==> src/rtl/rv_gpr_pkg.sv <==
// Shared GPR/writeback constants and the writeback source encoding used by
// the writeback arbiter and its round-robin grant unit.
package rv_gpr_pkg;

   localparam int XLEN       = 32;
   localparam int GPR_ADDR_W = 5;
   localparam int WB_NUM_REQ = 3;
   localparam int SB_CNT_W   = 2;

   typedef enum logic [1:0] {
      WB_ALU = 2'd0,
      WB_LSU = 2'd1,
      WB_MDU = 2'd2
   } wb_src_e;

endpackage

==> src/rtl/rv_rr_arbiter.sv <==
// Combinational round-robin grant: scans requesters starting at ptr and
// grants the first one found, producing a one-hot (or all-zero) grant.
module rv_rr_arbiter #(
   parameter int NUM_REQ = 3,
   parameter int PTR_W   = 2
) (
   input  logic [NUM_REQ-1:0] req,
   input  logic [PTR_W-1:0]   ptr,
   output logic [NUM_REQ-1:0] gnt
);

   logic             found;
   int               sum;
   logic [PTR_W-1:0] idx;

   // ptr is always kept below NUM_REQ, so one conditional wrap is enough
   always_comb begin
      gnt   = '0;
      found = 1'b0;
      sum   = 0;
      idx   = '0;
      for (int i = 0; i < NUM_REQ; i++) begin
         sum = int'(ptr) + i;
         if (sum >= NUM_REQ) sum = sum - NUM_REQ;
         idx = PTR_W'(sum);
         if (!found && req[idx]) begin
            gnt[idx] = 1'b1;
            found    = 1'b1;
         end
      end
   end

endmodule

==> src/rtl/rv_wb_arb.sv <==
// GPR writeback arbiter with registered write port and an optional
// per-register pending scoreboard (built when RV_WB_SCOREBOARD_EN is defined).
module rv_wb_arb
   import rv_gpr_pkg::*;
#(
   parameter int NUM_REQ  = rv_gpr_pkg::WB_NUM_REQ,
   parameter int SB_CNT_W = rv_gpr_pkg::SB_CNT_W
) (
   input  logic                                 clk_i,
   input  logic                                 arstn_i,
   input  logic [NUM_REQ-1:0]                   req_valid_i,
   input  logic [NUM_REQ-1:0][GPR_ADDR_W-1:0]   req_addr_i,
   input  logic [NUM_REQ-1:0][XLEN-1:0]         req_data_i,
   output logic [NUM_REQ-1:0]                   req_ready_o,
   output logic                                 wr_en_o,
   output logic [GPR_ADDR_W-1:0]                wr_addr_o,
   output logic [XLEN-1:0]                      wr_data_o,
   input  logic                                 issue_en_i,
   input  logic [GPR_ADDR_W-1:0]                issue_addr_i,
   output logic                                 issue_stall_o,
   input  logic [GPR_ADDR_W-1:0]                r1_addr_i,
   input  logic [GPR_ADDR_W-1:0]                r2_addr_i,
   output logic                                 r1_busy_o,
   output logic                                 r2_busy_o
);

   localparam int PTR_W = (NUM_REQ > 1) ? $clog2(NUM_REQ) : 1;

   logic [PTR_W-1:0]      rr_ptr;
   logic [NUM_REQ-1:0]    gnt_p0;
   logic                  xfer_p0;
   logic [PTR_W-1:0]      sel_idx_p0;
   logic [GPR_ADDR_W-1:0] sel_addr_p0;
   logic [XLEN-1:0]       sel_data_p0;
   logic                  wr_vld_p1;
   logic [GPR_ADDR_W-1:0] wr_addr_p1;
   logic [XLEN-1:0]       wr_data_p1;

   function automatic logic [PTR_W-1:0] rr_next(input logic [PTR_W-1:0] k);
      if (int'(k) == NUM_REQ - 1) return '0;
      return k + PTR_W'(1);
   endfunction

   rv_rr_arbiter #(
      .NUM_REQ (NUM_REQ),
      .PTR_W   (PTR_W)
   ) u_rr_arbiter (
      .req (req_valid_i),
      .ptr (rr_ptr),
      .gnt (gnt_p0)
   );

   assign req_ready_o = gnt_p0;
   assign xfer_p0     = |gnt_p0;

   // stage p0: mux the granted requester's payload
   always_comb begin
      sel_idx_p0  = '0;
      sel_addr_p0 = '0;
      sel_data_p0 = '0;
      for (int i = 0; i < NUM_REQ; i++) begin
         if (gnt_p0[i]) begin
            sel_idx_p0  = PTR_W'(i);
            sel_addr_p0 = req_addr_i[i];
            sel_data_p0 = req_data_i[i];
         end
      end
   end

   // stage p1: registered GPR write port; x0 transfers are consumed silently
   always_ff @(posedge clk_i or negedge arstn_i) begin
      if (!arstn_i) begin
         rr_ptr     <= '0;
         wr_vld_p1  <= 1'b0;
         wr_addr_p1 <= '0;
         wr_data_p1 <= '0;
      end else begin
         wr_vld_p1 <= xfer_p0 && (sel_addr_p0 != '0);
         if (xfer_p0) rr_ptr <= rr_next(sel_idx_p0);
         if (xfer_p0 && (sel_addr_p0 != '0)) begin
            wr_addr_p1 <= sel_addr_p0;
            wr_data_p1 <= sel_data_p0;
         end
      end
   end

   assign wr_en_o   = wr_vld_p1;
   assign wr_addr_o = wr_addr_p1;
   assign wr_data_o = wr_data_p1;

`ifdef RV_WB_SCOREBOARD_EN
   localparam int NREG = 1 << GPR_ADDR_W;

   logic [SB_CNT_W-1:0] cnt [NREG];
   logic                sb_inc;

   function automatic logic [SB_CNT_W-1:0] sat_inc(input logic [SB_CNT_W-1:0] c);
      if (c == '1) return c;
      return c + SB_CNT_W'(1);
   endfunction

   function automatic logic [SB_CNT_W-1:0] sat_dec(input logic [SB_CNT_W-1:0] c);
      if (c == '0) return c;
      return c - SB_CNT_W'(1);
   endfunction

   assign issue_stall_o = (issue_addr_i != '0) && (cnt[issue_addr_i] == '1);
   assign sb_inc        = issue_en_i && (issue_addr_i != '0) && !issue_stall_o;
   assign r1_busy_o     = (r1_addr_i != '0) && (cnt[r1_addr_i] != '0);
   assign r2_busy_o     = (r2_addr_i != '0) && (cnt[r2_addr_i] != '0);

   // x0 is never counted; a simultaneous issue and retire cancel out
   always_ff @(posedge clk_i or negedge arstn_i) begin
      if (!arstn_i) begin
         for (int r = 0; r < NREG; r++) cnt[r] <= '0;
      end else begin
         for (int r = 1; r < NREG; r++) begin
            if (sb_inc && (issue_addr_i == GPR_ADDR_W'(r)) &&
                !(wr_vld_p1 && (wr_addr_p1 == GPR_ADDR_W'(r))))
               cnt[r] <= sat_inc(cnt[r]);
            else if (wr_vld_p1 && (wr_addr_p1 == GPR_ADDR_W'(r)) &&
                     !(sb_inc && (issue_addr_i == GPR_ADDR_W'(r))))
               cnt[r] <= sat_dec(cnt[r]);
         end
      end
   end
`else
   logic unused_sb;

   assign unused_sb     = ^{issue_en_i, issue_addr_i, r1_addr_i, r2_addr_i};
   assign issue_stall_o = 1'b0;
   assign r1_busy_o     = 1'b0;
   assign r2_busy_o     = 1'b0;
`endif

endmodule

==> config.mk <==
export PLATFORM = sky130hd
export DESIGN_NAME = rv_wb_arb
export DESIGN_NICKNAME = d
export VERILOG_FILES = /design/src/rtl/rv_gpr_pkg.sv /design/src/rtl/rv_rr_arbiter.sv /design/src/rtl/rv_wb_arb.sv
export SDC_FILE = /design/constraint.sdc
export NUM_CORES = 1
export LEC_CHECK = 0
export ABC_AREA = 1
export ABC_CLOCK_PERIOD_IN_PS = 2500
export BUFFER_PORTS_ARGS = -buffer_cell sky130_fd_sc_hd__buf_2
export CAP_MARGIN = 30
export CORE_UTILIZATION = 39
export CTS_CLUSTER_SIZE = 30
export DETAILED_ROUTE_END_ITERATION = 16
export HOLD_SLACK_MARGIN = 0.02
export PLACE_DENSITY = 0.77
export SLEW_MARGIN = 20
export SYNTH_ARGS = -nofsm -noshare
export SYNTH_HDL_FRONTEND = slang
export SYNTH_SLANG_ARGS = --single-unit
export TNS_END_PERCENT = 50
==> constraint.sdc <==
create_clock -name clk_i -period 2.5 [get_ports clk_i]
set_input_delay 0.375 -clock clk_i [delete_from_list [all_inputs] [get_ports clk_i]]
set_output_delay 0.375 -clock clk_i [all_outputs]
set_load 0.03 [all_outputs]
==> impl_metrics.prom, run 1 <==
# TYPE chip_impl_metric gauge
chip_impl_metric{name="min_period",unit="ns"} 2.44
chip_impl_metric{name="netlist_area",unit="sq um"} 2790
chip_impl_metric{name="drv_cap",unit=""} 0
chip_impl_metric{name="period_share",unit="%"} 97.4
chip_impl_metric{name="wire_length_of_the_first_global_routing_pass",unit="um"} 12900
chip_impl_info{name="timing.critical_path.from_type",value="flip-flop"} 1
chip_impl_metric{name="port_buffers",unit=""} 156
chip_impl_metric{name="clk-insertion-delay-late",unit="ns"} 0.28
chip_impl_info{name="run_status",value="completed"} 1
chip_impl_info{name="critPathKind",value="reg -> out"} 1
chip_impl_info{name="cts_root_buf",value="sky130_fd_sc_hd__clkbuf_8"} 1
chip_impl_metric{name="synth-edff-count",unit=""} 0
chip_impl_metric{name="timing.critical_path.fanout_max",unit=""} 12
chip_impl_info{name="setup.worst_path.end_class",value="primary output"} 1
chip_impl_metric{name="synth.yosys.warnings",unit=""} 0
chip_impl_metric{name="final-setup-viol-count",unit=""} 0
chip_impl_metric{name="wl_per_cell",unit="um"} 12.0
chip_impl_metric{name="fill_cells",unit=""} 669
chip_impl_metric{name="antenna_found_initial",unit=""} 0
chip_impl_metric{name="finish.instance_area",unit="sq um"} 4090
chip_impl_metric{name="post_synth_inst_count",unit=""} 413
chip_impl_metric{name="area_after_detailed_placement",unit="sq um"} 3760
chip_impl_metric{name="core_region_area",unit="sq um"} 6830
chip_impl_metric{name="grt_max_degree",unit=""} 41
chip_impl_metric{name="clk_path_buf_depth",unit=""} 2
chip_impl_info{name="clock_tree_from_tritoncts",value="yes"} 1
chip_impl_metric{name="htree_num_levels",unit=""} 2
chip_impl_metric{name="synth.yosys.seq_area_share",unit="%"} 35.9
chip_impl_metric{name="worst_clock_skew",unit="ns"} 0.00495
chip_impl_metric{name="drt.antenna.violating_nets",unit=""} 0
chip_impl_metric{name="share_of_post_route_cells_with_drive_strength_above_1",unit="%"} 41.4
chip_impl_metric{name="worst_hold_slack",unit="ns"} 0.0248
chip_impl_metric{name="io-pin-count",unit=""} 176
chip_impl_info{name="hold_class",value="in -> async"} 1
chip_impl_metric{name="die_width",unit="um"} 86.5
chip_impl_metric{name="maxSlewViolCount",unit=""} 0
chip_impl_metric{name="required",unit="ns"} 2.12
chip_impl_metric{name="overflow",unit=""} 0
chip_impl_metric{name="slowest_delay",unit="ns"} 0.40
chip_impl_info{name="unrepaired_setup_endpoints_after_global_routing",value="yes"} 1
chip_impl_metric{name="yosys_register_bits",unit=""} 40
chip_impl_metric{name="place_worst_setup_slack",unit="ns"} -0.190
chip_impl_metric{name="drt_drc_violations_left",unit=""} 0
chip_impl_info{name="layout_common_cells",value="sky130_fd_sc_hd__nand2_1, sky130_fd_sc_hd__buf_2, sky130_fd_sc_hd__nand3_1"} 1
chip_impl_metric{name="place.gp.congestion",unit=""} 0.875
chip_impl_metric{name="area_delta_synth_final",unit="%"} 46.9
chip_impl_metric{name="std_cell_rows",unit=""} 30
chip_impl_metric{name="wirelength",unit="um"} 8190
chip_impl_metric{name="yosys.cell_types.count",unit=""} 25
chip_impl_metric{name="antenna_cells_inserted",unit=""} 0
chip_impl_metric{name="numCtsBuffers",unit=""} 5
chip_impl_info{name="path_common_cell",value="sky130_fd_sc_hd__buf_4"} 1
chip_impl_metric{name="syn_area_per_cell",unit="sq um"} 6.74
chip_impl_metric{name="nets",unit=""} 719
chip_impl_metric{name="die_height",unit="um"} 86.5
chip_impl_metric{name="cp.arrival",unit="ns"} 2.06
chip_impl_metric{name="post_drt_via_cell_ratio",unit=""} 4.83
chip_impl_metric{name="final-hold-violation-count",unit=""} 0
chip_impl_info{name="crit_path_top_delay_cell",value="sky130_fd_sc_hd__dfrtp_1"} 1
chip_impl_metric{name="die_area",unit="sq um"} 7480
chip_impl_metric{name="floorplan.initialDensity",unit="%"} 40.8
chip_impl_metric{name="grt_util_all_layers",unit="%"} 21.5
chip_impl_metric{name="detailedRoute.firstIterationViolations",unit=""} 88
chip_impl_metric{name="setup_ws",unit="ns"} 0.0648
chip_impl_info{name="synth_flop_cell",value="sky130_fd_sc_hd__dfrtp_1"} 1
chip_impl_metric{name="async_s_r_ff_share_synth",unit="%"} 100
chip_impl_metric{name="post_dp_hpwl",unit="um"} 6090
chip_impl_metric{name="maxClockFrequency",unit="MHz"} 411
chip_impl_metric{name="number_of_global_route_vias_before_repair",unit=""} 2960
chip_impl_metric{name="path_clk_slew",unit="ns"} 0.08
chip_impl_metric{name="vias_after_detailed_routing",unit=""} 3282
chip_impl_metric{name="drt_pre_antenna_iters",unit=""} 4
chip_impl_info{name="cp_cell_sequence",value="buf_4 > ha_4 > nand2_1 > nand3_4 > nand2_4 > nand3_2 > buf_4 > nand3_4 > buf_6 > buf_4"} 1
chip_impl_metric{name="tritoncts_num_sinks",unit=""} 40
chip_impl_info{name="most_frequent_standard_cell_in_the_layout_excluding_fill_and_tap_cells",value="sky130_fd_sc_hd__nand2_1"} 1
-- routing by layer --
layer	share of wire, %	track usage, %	vias up	routed length [um]
li1	-	-	1666	-
met1	43	25.7	1484	3520
met2	49	40.3	123	4020
met3	6.5	3.33	9	535
met4	1.3	5.30	0	109
met5	0	0	-	0
-- final timing paths --
check,depth (start not counted),slack [ns],to,start
max,10,0.06,req_ready_o[2],rr_ptr[0]$_DFFE_PN0P_
min,1,0.02,wr_en_o$_DFF_PN0_,arstn_i
max reg2reg,17,0.10,wr_data_o[1]$_DFFE_PN0P_,rr_ptr[0]$_DFFE_PN0P_
min reg2reg,2,0.50,wr_addr_o[3]$_DFFE_PN0P_,wr_addr_o[3]$_DFFE_PN0P_
max in group asynchronous,2,2.01,wr_data_o[1]$_DFFE_PN0P_,arstn_i
min in group clk_i,5,0.39,wr_data_o[20]$_DFFE_PN0P_,req_data_i[20]
-- cell families after synthesis --
kind of cell	Yosys count	synth area share [%]
compound gates	4	1.12
fa+ha+maj	4	1.80
buf+inv	52	9.97
flops	40	35.9
other cells	1	0.135
simple gates	312	51.0
-- worst max-delay path, delay by kind of cell, from the launching register on --
family,cells,cell delay [ns]
simple gates,5,0.56
flops,1,0.40
fa+ha+maj,1,0.18
buf+inv,4,0.64
-- through the flow --
step                      utilization (%)  setup TNS (ns)  cells
after floorplan                         -               0    415
after global placement               55.1           -1.95    665
after detailed placement             55.1           -5.75    665
after CTS                            57.1               0    674
after global routing                 59.9          -0.723    680
final                                59.9               0    680
-- cell usage after synthesis (3+ instances only) --
cell type                  count  area (sq um)
sky130_fd_sc_hd__nand2_1     167           627
sky130_fd_sc_hd__clkbuf_1      9          33.8
sky130_fd_sc_hd__dfrtp_1      40          1000
sky130_fd_sc_hd__nor2_1        8          30.0
sky130_fd_sc_hd__buf_2         3          15.0
sky130_fd_sc_hd__nand2_2       4          25.0
sky130_fd_sc_hd__ha_1          4          50.1
sky130_fd_sc_hd__nand4_1       3          18.8
sky130_fd_sc_hd__nand3_2       4          40.0
sky130_fd_sc_hd__inv_2         7          26.3
sky130_fd_sc_hd__inv_1        16          60.1
sky130_fd_sc_hd__buf_6         5          56.3
sky130_fd_sc_hd__nor2_2        3          18.8
sky130_fd_sc_hd__nand3_1     118           591
sky130_fd_sc_hd__buf_4        11          82.6
-- flip-flops by register name, summed over array words and instances, names as in the netlist --
name,count
rr_ptr,2
wr_en_o,1
wr_addr_o,5
wr_data_o,32
-- final cells by class --
cell class,count,area (sq um),area share [%]
multi-input combinational,323,1660,40.6
inverter,23,88.8,2.17
tap,96,120,2.94
timing repair buffer,190,1130,27.5
clock inverter,1,7.51,0.183
clock buffer,7,86.3,2.11
sequential,40,1000,24.5
-- repair_timing --
| item | 4_1_cts | 5_1_grt |
|---|---|---|
| hold endpoints to repair | 0 | 0 |
| endpoints found under the setup margin | 40 | 40 |
| setup buffers | 1 | 5 |
| hold buffers | 0 | 0 |
| resized for setup | 9 | 31 |
| gates cloned | 0 | 0 |
| pin swaps | 1 | 5 |
Power of run 1 is left out: the tool's default activity adds up to more than one toggle a clock period on the data nets, which glitch-free logic cannot reach.
==> run 2: changes to the inputs <==
--- a/config.mk
+++ b/config.mk
@@ -10,3 +10,2 @@
 export BUFFER_PORTS_ARGS = -buffer_cell sky130_fd_sc_hd__buf_2
-export CAP_MARGIN = 30
 export CORE_UTILIZATION = 39
==> constraint.sdc (replaced) <==
create_clock -name clk_i -period 2.5 [get_ports clk_i]
set_input_delay 0.5 -clock clk_i [delete_from_list [all_inputs] [get_ports clk_i]]
set_output_delay 0.5 -clock clk_i [all_outputs]
set_load 0.03 [all_outputs]
==> run 2 against run 1 <==
Against the previous run: the flow now finishes with violations (negative setup slack); via count is 5.3% higher; cell count is 1.0% higher; sequential share of layout area down 1.5 points; clock skew down 0.0013 ns; register-to-register slack worse by 0.19 ns; largest cell class unchanged; highest routed layer unchanged; non-clock buffer count up 8; setup slack worse by 0.15 ns.
==> impl_metrics.prom, run 2 (synthesized netlist as in run 1, its figures left out) <==
# TYPE chip_impl_metric gauge
chip_impl_info{name="unrepaired_setup_endpoints_after_global_routing",value="yes"} 1
chip_impl_metric{name="required",unit="ns"} 2.67
chip_impl_metric{name="grt_max_degree",unit=""} 41
chip_impl_metric{name="numCtsBuffers",unit=""} 5
chip_impl_metric{name="worst_clock_skew",unit="ns"} 0.00370
chip_impl_metric{name="antenna_found_initial",unit=""} 0
chip_impl_info{name="run_status",value="complete, but fails checks"} 1
chip_impl_metric{name="final-hold-violation-count",unit=""} 0
chip_impl_info{name="timing.critical_path.from_type",value="flip-flop"} 1
chip_impl_info{name="endpoint_of_the_lowest_slack_register_to_register_path",value="wr_data_o[12]$_DFFE_PN0P_"} 1
chip_impl_metric{name="clk-insertion-delay-late",unit="ns"} 0.29
chip_impl_metric{name="wirelength",unit="um"} 9280
chip_impl_metric{name="antenna_cells_inserted",unit=""} 0
chip_impl_info{name="worst_setup_path_startpoint",value="rr_ptr[1]$_DFFE_PN0P_"} 1
chip_impl_info{name="clock_tree_from_tritoncts",value="yes"} 1
chip_impl_info{name="critPathKind",value="reg -> reg"} 1
chip_impl_metric{name="relSlewSlack",unit="%"} 41.9
chip_impl_metric{name="port_buffers",unit=""} 156
chip_impl_metric{name="share_of_post_route_cells_with_drive_strength_above_1",unit="%"} 50.8
chip_impl_metric{name="drv_cap",unit=""} 0
chip_impl_info{name="worstReg2RegStart",value="rr_ptr[1]$_DFFE_PN0P_"} 1
chip_impl_metric{name="die_height",unit="um"} 86.5
chip_impl_metric{name="grt_util_all_layers",unit="%"} 21.8
chip_impl_metric{name="clk_path_buf_depth",unit=""} 2
chip_impl_metric{name="die_area",unit="sq um"} 7480
chip_impl_metric{name="maxClockFrequency",unit="MHz"} 387
chip_impl_metric{name="htree_num_levels",unit=""} 2
chip_impl_metric{name="fill_cells",unit=""} 599
chip_impl_metric{name="overflow",unit=""} 0
chip_impl_metric{name="wl_per_cell",unit="um"} 13.5
chip_impl_metric{name="area_delta_synth_final",unit="%"} 56.7
chip_impl_metric{name="number_of_global_route_vias_before_repair",unit=""} 3007
chip_impl_metric{name="drt_drc_violations_left",unit=""} 0
chip_impl_metric{name="floorplan.initialDensity",unit="%"} 40.8
chip_impl_metric{name="period_share",unit="%"} 103
chip_impl_metric{name="cts.hold.buffers_added",unit=""} 0
chip_impl_metric{name="post_dp_hpwl",unit="um"} 6260
chip_impl_metric{name="setup.reg_to_reg.worst_slack",unit="ns"} -0.09
chip_impl_metric{name="place.gp.congestion",unit=""} 0.888
chip_impl_info{name="most_frequent_standard_cell_in_the_layout_excluding_fill_and_tap_cells",value="sky130_fd_sc_hd__buf_2"} 1
chip_impl_metric{name="vias_after_detailed_routing",unit=""} 3455
chip_impl_metric{name="io-pin-count",unit=""} 176
chip_impl_metric{name="tritoncts_num_sinks",unit=""} 40
chip_impl_info{name="cts_root_buf",value="sky130_fd_sc_hd__clkbuf_8"} 1
chip_impl_metric{name="timing.critical_path.fanout_max",unit=""} 6
chip_impl_metric{name="timing_worst_slew_pin_value",unit="ns"} 0.871
chip_impl_metric{name="cp.arrival",unit="ns"} 2.76
chip_impl_metric{name="detailedRoute.firstIterationViolations",unit=""} 158
chip_impl_metric{name="core_region_area",unit="sq um"} 6830
chip_impl_metric{name="maxSlewViolCount",unit=""} 0
chip_impl_metric{name="die_width",unit="um"} 86.5
chip_impl_metric{name="drt_pre_antenna_iters",unit=""} 4
chip_impl_metric{name="timing.reg2reg.worst_path_depth",unit=""} 18
chip_impl_metric{name="fin_util",unit="%"} 63.9
chip_impl_metric{name="setup_ws",unit="ns"} -0.0853
chip_impl_metric{name="path_clk_slew",unit="ns"} 0.07
chip_impl_info{name="hold_class",value="in -> async"} 1
chip_impl_metric{name="min_period",unit="ns"} 2.59
chip_impl_metric{name="number_of_flip_flops_under_the_largest_register_name",unit=""} 32
chip_impl_metric{name="drt.antenna.violating_nets",unit=""} 0
chip_impl_metric{name="post_drt_via_cell_ratio",unit=""} 5.03
chip_impl_metric{name="wire_length_of_the_first_global_routing_pass",unit="um"} 12900
chip_impl_info{name="failed_checks",value="negative setup slack"} 1
chip_impl_metric{name="std_cell_rows",unit=""} 30
chip_impl_metric{name="final-setup-viol-count",unit=""} 35
chip_impl_info{name="layout_common_cells",value="sky130_fd_sc_hd__buf_2, sky130_fd_sc_hd__nand2_1, sky130_fd_sc_hd__nand3_1"} 1
chip_impl_info{name="setup.worst_path.end_class",value="flip-flop"} 1
chip_impl_metric{name="nets",unit=""} 727
chip_impl_info{name="endpoint",value="wr_data_o[12]$_DFFE_PN0P_"} 1
==> run 2: area by class of cell <==
type,instances,area (sq um),area share (%)
multi-input cells,323,1820,41.7
repair buffers,198,1250,28.7
flip-flops and latches,40,1000,23.0
well taps,96,120,2.75
inverters,23,91.3,2.09
clock buffers,6,72.6,1.66
clock inverters,1,5.00,0.115
==> run 2: repair_timing <==
action | 4_1_cts | 5_1_grt
endpoints found under the setup margin | 40 | 40
gates cloned | 0 | 5
setup buffers | 4 | 6
pin swaps | 5 | 26
resized for setup | 18 | 88
==> run 2: critical path, cell delays in order (launching register included) <==
cell and delay (ns):
sky130_fd_sc_hd__dfrtp_2 0.45, sky130_fd_sc_hd__ha_4 0.33, sky130_fd_sc_hd__inv_4 0.06, sky130_fd_sc_hd__nand2_1 0.08, sky130_fd_sc_hd__nand2_1 0.06, sky130_fd_sc_hd__nor2_1 0.14, sky130_fd_sc_hd__nand3_2 0.11, sky130_fd_sc_hd__nand2_2 0.11
sky130_fd_sc_hd__inv_2 0.05, sky130_fd_sc_hd__nand2_4 0.08, sky130_fd_sc_hd__buf_4 0.12, sky130_fd_sc_hd__nor2_1 0.05, sky130_fd_sc_hd__nand3_1 0.14, sky130_fd_sc_hd__nand2_4 0.08, sky130_fd_sc_hd__nor2_4 0.10, sky130_fd_sc_hd__nand3_4 0.19
sky130_fd_sc_hd__clkbuf_16 0.23, sky130_fd_sc_hd__nand2_2 0.05, sky130_fd_sc_hd__nand2_1 0.05
==> run 2: stage by stage <==
step | TNS, ns | area [sq um] | worst slack [ns] | hold slack [ns] | instances
3_3_place_gp | -2.38 | 3770 | -0.0798 | 0.480 | 666
6_report | -1.93 | 4360 | -0.0853 | 0.318 | 687
3_5_place_dp | -6.08 | 3770 | -0.187 | 0.482 | 666
5_1_grt | -5.21 | 4360 | -0.170 | 0.395 | 687
4_1_cts | 0 | 3950 | 0.00183 | 0.347 | 677
2_1_floorplan | 0 | 2800 | 0.0483 | 0.204 | 415
==> run 2: layer usage <==
metal / GRT usage [%] / wire [um] / up-vias / share of wire [%]
met4: 4.39 / 68 / 0 / 0.73
li1: - / - / 1678 / -
met1: 24.9 / 3760 / 1626 / 40
met2: 41.8 / 4840 / 140 / 52
met3: 4.19 / 614 / 11 / 6.6
met5: 0 / 0 / - / 0
==> run 2: how the worst min path moves through the flow <==
stage,depth (start not counted),from,slack (ns),to
global placement,2,wr_addr_o[4]$_DFFE_PN0P_,0.48,wr_addr_o[4]$_DFFE_PN0P_
global route,1,arstn_i,0.40,wr_en_o$_DFF_PN0_
detailed placement,2,wr_addr_o[3]$_DFFE_PN0P_,0.48,wr_addr_o[3]$_DFFE_PN0P_
floorplan,0,arstn_i,0.20,rr_ptr[0]$_DFFE_PN0P_
finish,1,arstn_i,0.32,wr_en_o$_DFF_PN0_
CTS,1,arstn_i,0.35,wr_en_o$_DFF_PN0_
Power of run 2 is left out for the same reason.
==> run 3: changes to the inputs <==
Settings changed: CORE_UTILIZATION 39 to 38, SYNTH_HIERARCHICAL set to 1.
==> run 3 against run 2 <==
Against the previous run: the run still ends with negative setup slack left; first-iteration DRC count grew 35%; synthesized area shrank 4.9%; worst hold slack gained 0.0022 ns; cell count shrank 4.5%; largest cell class unchanged; highest routed layer unchanged; final area shrank 0.69%; critical endpoint is now wr_data_o[20]$_DFFE_PN0P_; critical path type unchanged; via count shrank 0.87%.
==> impl_metrics.prom, run 3 <==
# TYPE chip_impl_metric gauge
chip_impl_metric{name="wire_length_of_the_first_global_routing_pass",unit="um"} 13600
chip_impl_metric{name="synth.yosys.warnings",unit=""} 6
chip_impl_metric{name="relSlewSlack",unit="%"} 41.7
chip_impl_info{name="clock_tree_from_tritoncts",value="yes"} 1
chip_impl_info{name="failed_checks",value="negative setup slack"} 1
chip_impl_metric{name="drt_pre_antenna_iters",unit=""} 4
chip_impl_metric{name="path_clk_slew",unit="ns"} 0.08
chip_impl_metric{name="die_width",unit="um"} 85.5
chip_impl_metric{name="number_of_flip_flops_under_the_largest_register_name",unit=""} 32
chip_impl_info{name="setup.worst_path.end_class",value="flip-flop"} 1
chip_impl_metric{name="post_drt_via_cell_ratio",unit=""} 5.22
chip_impl_metric{name="wirelength",unit="um"} 9760
chip_impl_metric{name="grt_max_degree",unit=""} 41
chip_impl_info{name="synth_top_cell_by_area",value="sky130_fd_sc_hd__dfrtp_1"} 1
chip_impl_metric{name="number_of_global_route_vias_before_repair",unit=""} 2966
chip_impl_metric{name="syn_area_per_cell",unit="sq um"} 6.69
chip_impl_metric{name="required",unit="ns"} 2.69
chip_impl_metric{name="finish.instance_area",unit="sq um"} 4330
chip_impl_info{name="unrepaired_setup_endpoints_after_global_routing",value="yes"} 1
chip_impl_metric{name="setup_ws",unit="ns"} -0.165
chip_impl_info{name="cts_root_buf",value="sky130_fd_sc_hd__clkbuf_8"} 1
chip_impl_metric{name="vias_after_detailed_routing",unit=""} 3425
chip_impl_metric{name="htree_num_levels",unit=""} 2
chip_impl_metric{name="synth.yosys.seq_area_share",unit="%"} 37.8
chip_impl_info{name="layout_common_cells",value="sky130_fd_sc_hd__buf_2, sky130_fd_sc_hd__nand2_1, sky130_fd_sc_hd__nand3_1"} 1
chip_impl_metric{name="tritoncts_num_sinks",unit=""} 40
chip_impl_metric{name="timing_worst_slew_pin_value",unit="ns"} 0.875
chip_impl_metric{name="antenna_found_initial",unit=""} 0
chip_impl_metric{name="detailedRoute.firstIterationViolations",unit=""} 214
chip_impl_metric{name="grt_util_all_layers",unit="%"} 23.6
chip_impl_metric{name="clk_path_buf_depth",unit=""} 2
chip_impl_metric{name="netlist_area",unit="sq um"} 2650
chip_impl_metric{name="overflow",unit=""} 0
chip_impl_metric{name="clk-insertion-delay-late",unit="ns"} 0.29
chip_impl_info{name="crit_path_top_delay_cell",value="sky130_fd_sc_hd__dfrtp_2"} 1
chip_impl_metric{name="worst_clock_skew",unit="ns"} 0.00497
chip_impl_metric{name="fill_cells",unit=""} 581
chip_impl_metric{name="worst_hold_slack",unit="ns"} 0.321
chip_impl_info{name="synth_flop_cell",value="sky130_fd_sc_hd__dfrtp_1"} 1
chip_impl_metric{name="synth-edff-count",unit=""} 0
chip_impl_metric{name="place.gp.congestion",unit=""} 0.848
chip_impl_metric{name="period_share",unit="%"} 107
chip_impl_metric{name="timing.critical_path.fanout_max",unit=""} 11
chip_impl_metric{name="async_s_r_ff_share_synth",unit="%"} 100
chip_impl_metric{name="cp.arrival",unit="ns"} 2.85
chip_impl_metric{name="io-pin-count",unit=""} 176
chip_impl_metric{name="floorplan.initialDensity",unit="%"} 39.2
chip_impl_metric{name="die_height",unit="um"} 85.5
chip_impl_metric{name="numCtsBuffers",unit=""} 5
chip_impl_metric{name="final-setup-viol-count",unit=""} 41
chip_impl_info{name="run_status",value="complete, but fails checks"} 1
chip_impl_metric{name="layout.cells.non_filler",unit=""} 656
chip_impl_info{name="yosys.cell_count.top_type",value="sky130_fd_sc_hd__nand2_1"} 1
chip_impl_metric{name="post-synth-top-area-fraction",unit="%"} 37.8
chip_impl_info{name="synth_top_cells_by_area",value="sky130_fd_sc_hd__dfrtp_1, sky130_fd_sc_hd__nand3_1, sky130_fd_sc_hd__nand2_1, sky130_fd_sc_hd__buf_4, sky130_fd_sc_hd__inv_1"} 1
chip_impl_metric{name="port_buffers",unit=""} 156
chip_impl_metric{name="slowest_delay",unit="ns"} 0.42
chip_impl_metric{name="drt.antenna.violating_nets",unit=""} 0
chip_impl_metric{name="core_region_area",unit="sq um"} 6760
chip_impl_metric{name="die_area",unit="sq um"} 7310
chip_impl_metric{name="drt_drc_violations_left",unit=""} 0
chip_impl_metric{name="final-hold-violation-count",unit=""} 0
chip_impl_info{name="timing.critical_path.max_delay_family",value="simple AND/OR/NAND/NOR gates"} 1
chip_impl_metric{name="placed_cells_incl_taps",unit=""} 621
chip_impl_info{name="critPathKind",value="reg -> reg"} 1
chip_impl_metric{name="nets",unit=""} 711
chip_impl_metric{name="place_worst_setup_slack",unit="ns"} -0.0248
chip_impl_info{name="hold_class",value="in -> async"} 1
chip_impl_metric{name="maxClockFrequency",unit="MHz"} 375
chip_impl_metric{name="yosys.cell_types.count",unit=""} 22
chip_impl_metric{name="std_cell_rows",unit=""} 30
chip_impl_metric{name="area_after_detailed_placement",unit="sq um"} 3560
chip_impl_metric{name="yosys_register_bits",unit=""} 40
chip_impl_metric{name="critPathBufInv",unit=""} 5
chip_impl_info{name="cp_cell_sequence",value="inv_2 > ha_4 > inv_4 > buf_4 > nand3_1 > nand2_1 > nand4_1 > nand3_4 > buf_4 > nand3_1 > nand3_2 > nor2_4 > nand3_4 > buf_6 > nand2_1 > nand2_2"} 1
chip_impl_metric{name="area_delta_synth_final",unit="%"} 63.7
chip_impl_metric{name="min_period",unit="ns"} 2.66
chip_impl_metric{name="share_of_post_route_cells_with_drive_strength_above_1",unit="%"} 46.9
chip_impl_metric{name="drv_cap",unit=""} 0
chip_impl_metric{name="post_dp_hpwl",unit="um"} 6030
chip_impl_metric{name="wl_per_cell",unit="um"} 14.9
chip_impl_metric{name="antenna_cells_inserted",unit=""} 0
chip_impl_info{name="yosys-top-cells-count",value="sky130_fd_sc_hd__nand2_1, sky130_fd_sc_hd__nand3_1, sky130_fd_sc_hd__dfrtp_1"} 1
chip_impl_metric{name="post_synth_inst_count",unit=""} 396
chip_impl_metric{name="maxSlewViolCount",unit=""} 0
chip_impl_info{name="timing.critical_path.from_type",value="flip-flop"} 1
chip_impl_info{name="most_frequent_standard_cell_in_the_layout_excluding_fill_and_tap_cells",value="sky130_fd_sc_hd__buf_2"} 1
chip_impl_metric{name="cts.hold.buffers_added",unit=""} 0
==> run 3: kinds of logic (layout without fill, tap and decap cells) <==
group	count (synthesis)	after routing	synth area share, %
buf+inv	47	225	8.60
other cells	1	3	0.142
compound gates	2	2	0.803
flops	40	40	37.8
simple gates	302	302	50.8
fa+ha+maj	4	4	1.89
==> run 3: through the flow <==
step	setup TNS (ns)	util, %
after floorplan	-1.50	-
after global routing	-10.82	64.1
after detailed placement	-0.349	52.7
after global placement	0	52.7
after CTS	-0.0352	57.9
final	-5.42	64.1
==> run 3: routing by layer <==
metal  GRT usage [%]  share of wire (%)
met1            28.9                 39
met2            42.7                 51
met3            4.47                7.6
met4            5.45                1.9
met5               0                  0
==> run 3: final timing paths <==
path	from	endpoint	slack, ns	cells past startpoint
max	rr_ptr[0]$_DFFE_PN0P_	wr_data_o[20]$_DFFE_PN0P_	-0.16	16
min	arstn_i	wr_data_o[13]$_DFFE_PN0P_	0.32	1
max reg2reg	rr_ptr[0]$_DFFE_PN0P_	wr_data_o[20]$_DFFE_PN0P_	-0.16	16
min reg2reg	wr_data_o[8]$_DFFE_PN0P_	wr_data_o[8]$_DFFE_PN0P_	0.50	2
max in group asynchronous	arstn_i	rr_ptr[0]$_DFFE_PN0P_	1.57	1
min in group clk_i	wr_data_o[8]$_DFFE_PN0P_	wr_data_o[8]$_DFFE_PN0P_	0.50	2
==> run 3: final cells by class <==
cell class | count | area (sq um) | share of cell area [%]
multi-input combinational | 311 | 1710 | 39.4
timing repair buffer | 199 | 1330 | 30.7
sequential | 40 | 1000 | 23.1
tap | 80 | 100 | 2.31
inverter | 18 | 80.1 | 1.85
clock buffer | 5 | 68.8 | 1.59
clock inverter | 3 | 46.3 | 1.07
==> run 3: repair_timing <==
item	CTS	global route
resized for setup	16	63
setup buffers	12	10
setup endpoints to repair	40	41
pin swaps	6	36
gates cloned	2	5
Power of run 3 is left out for the same reason.
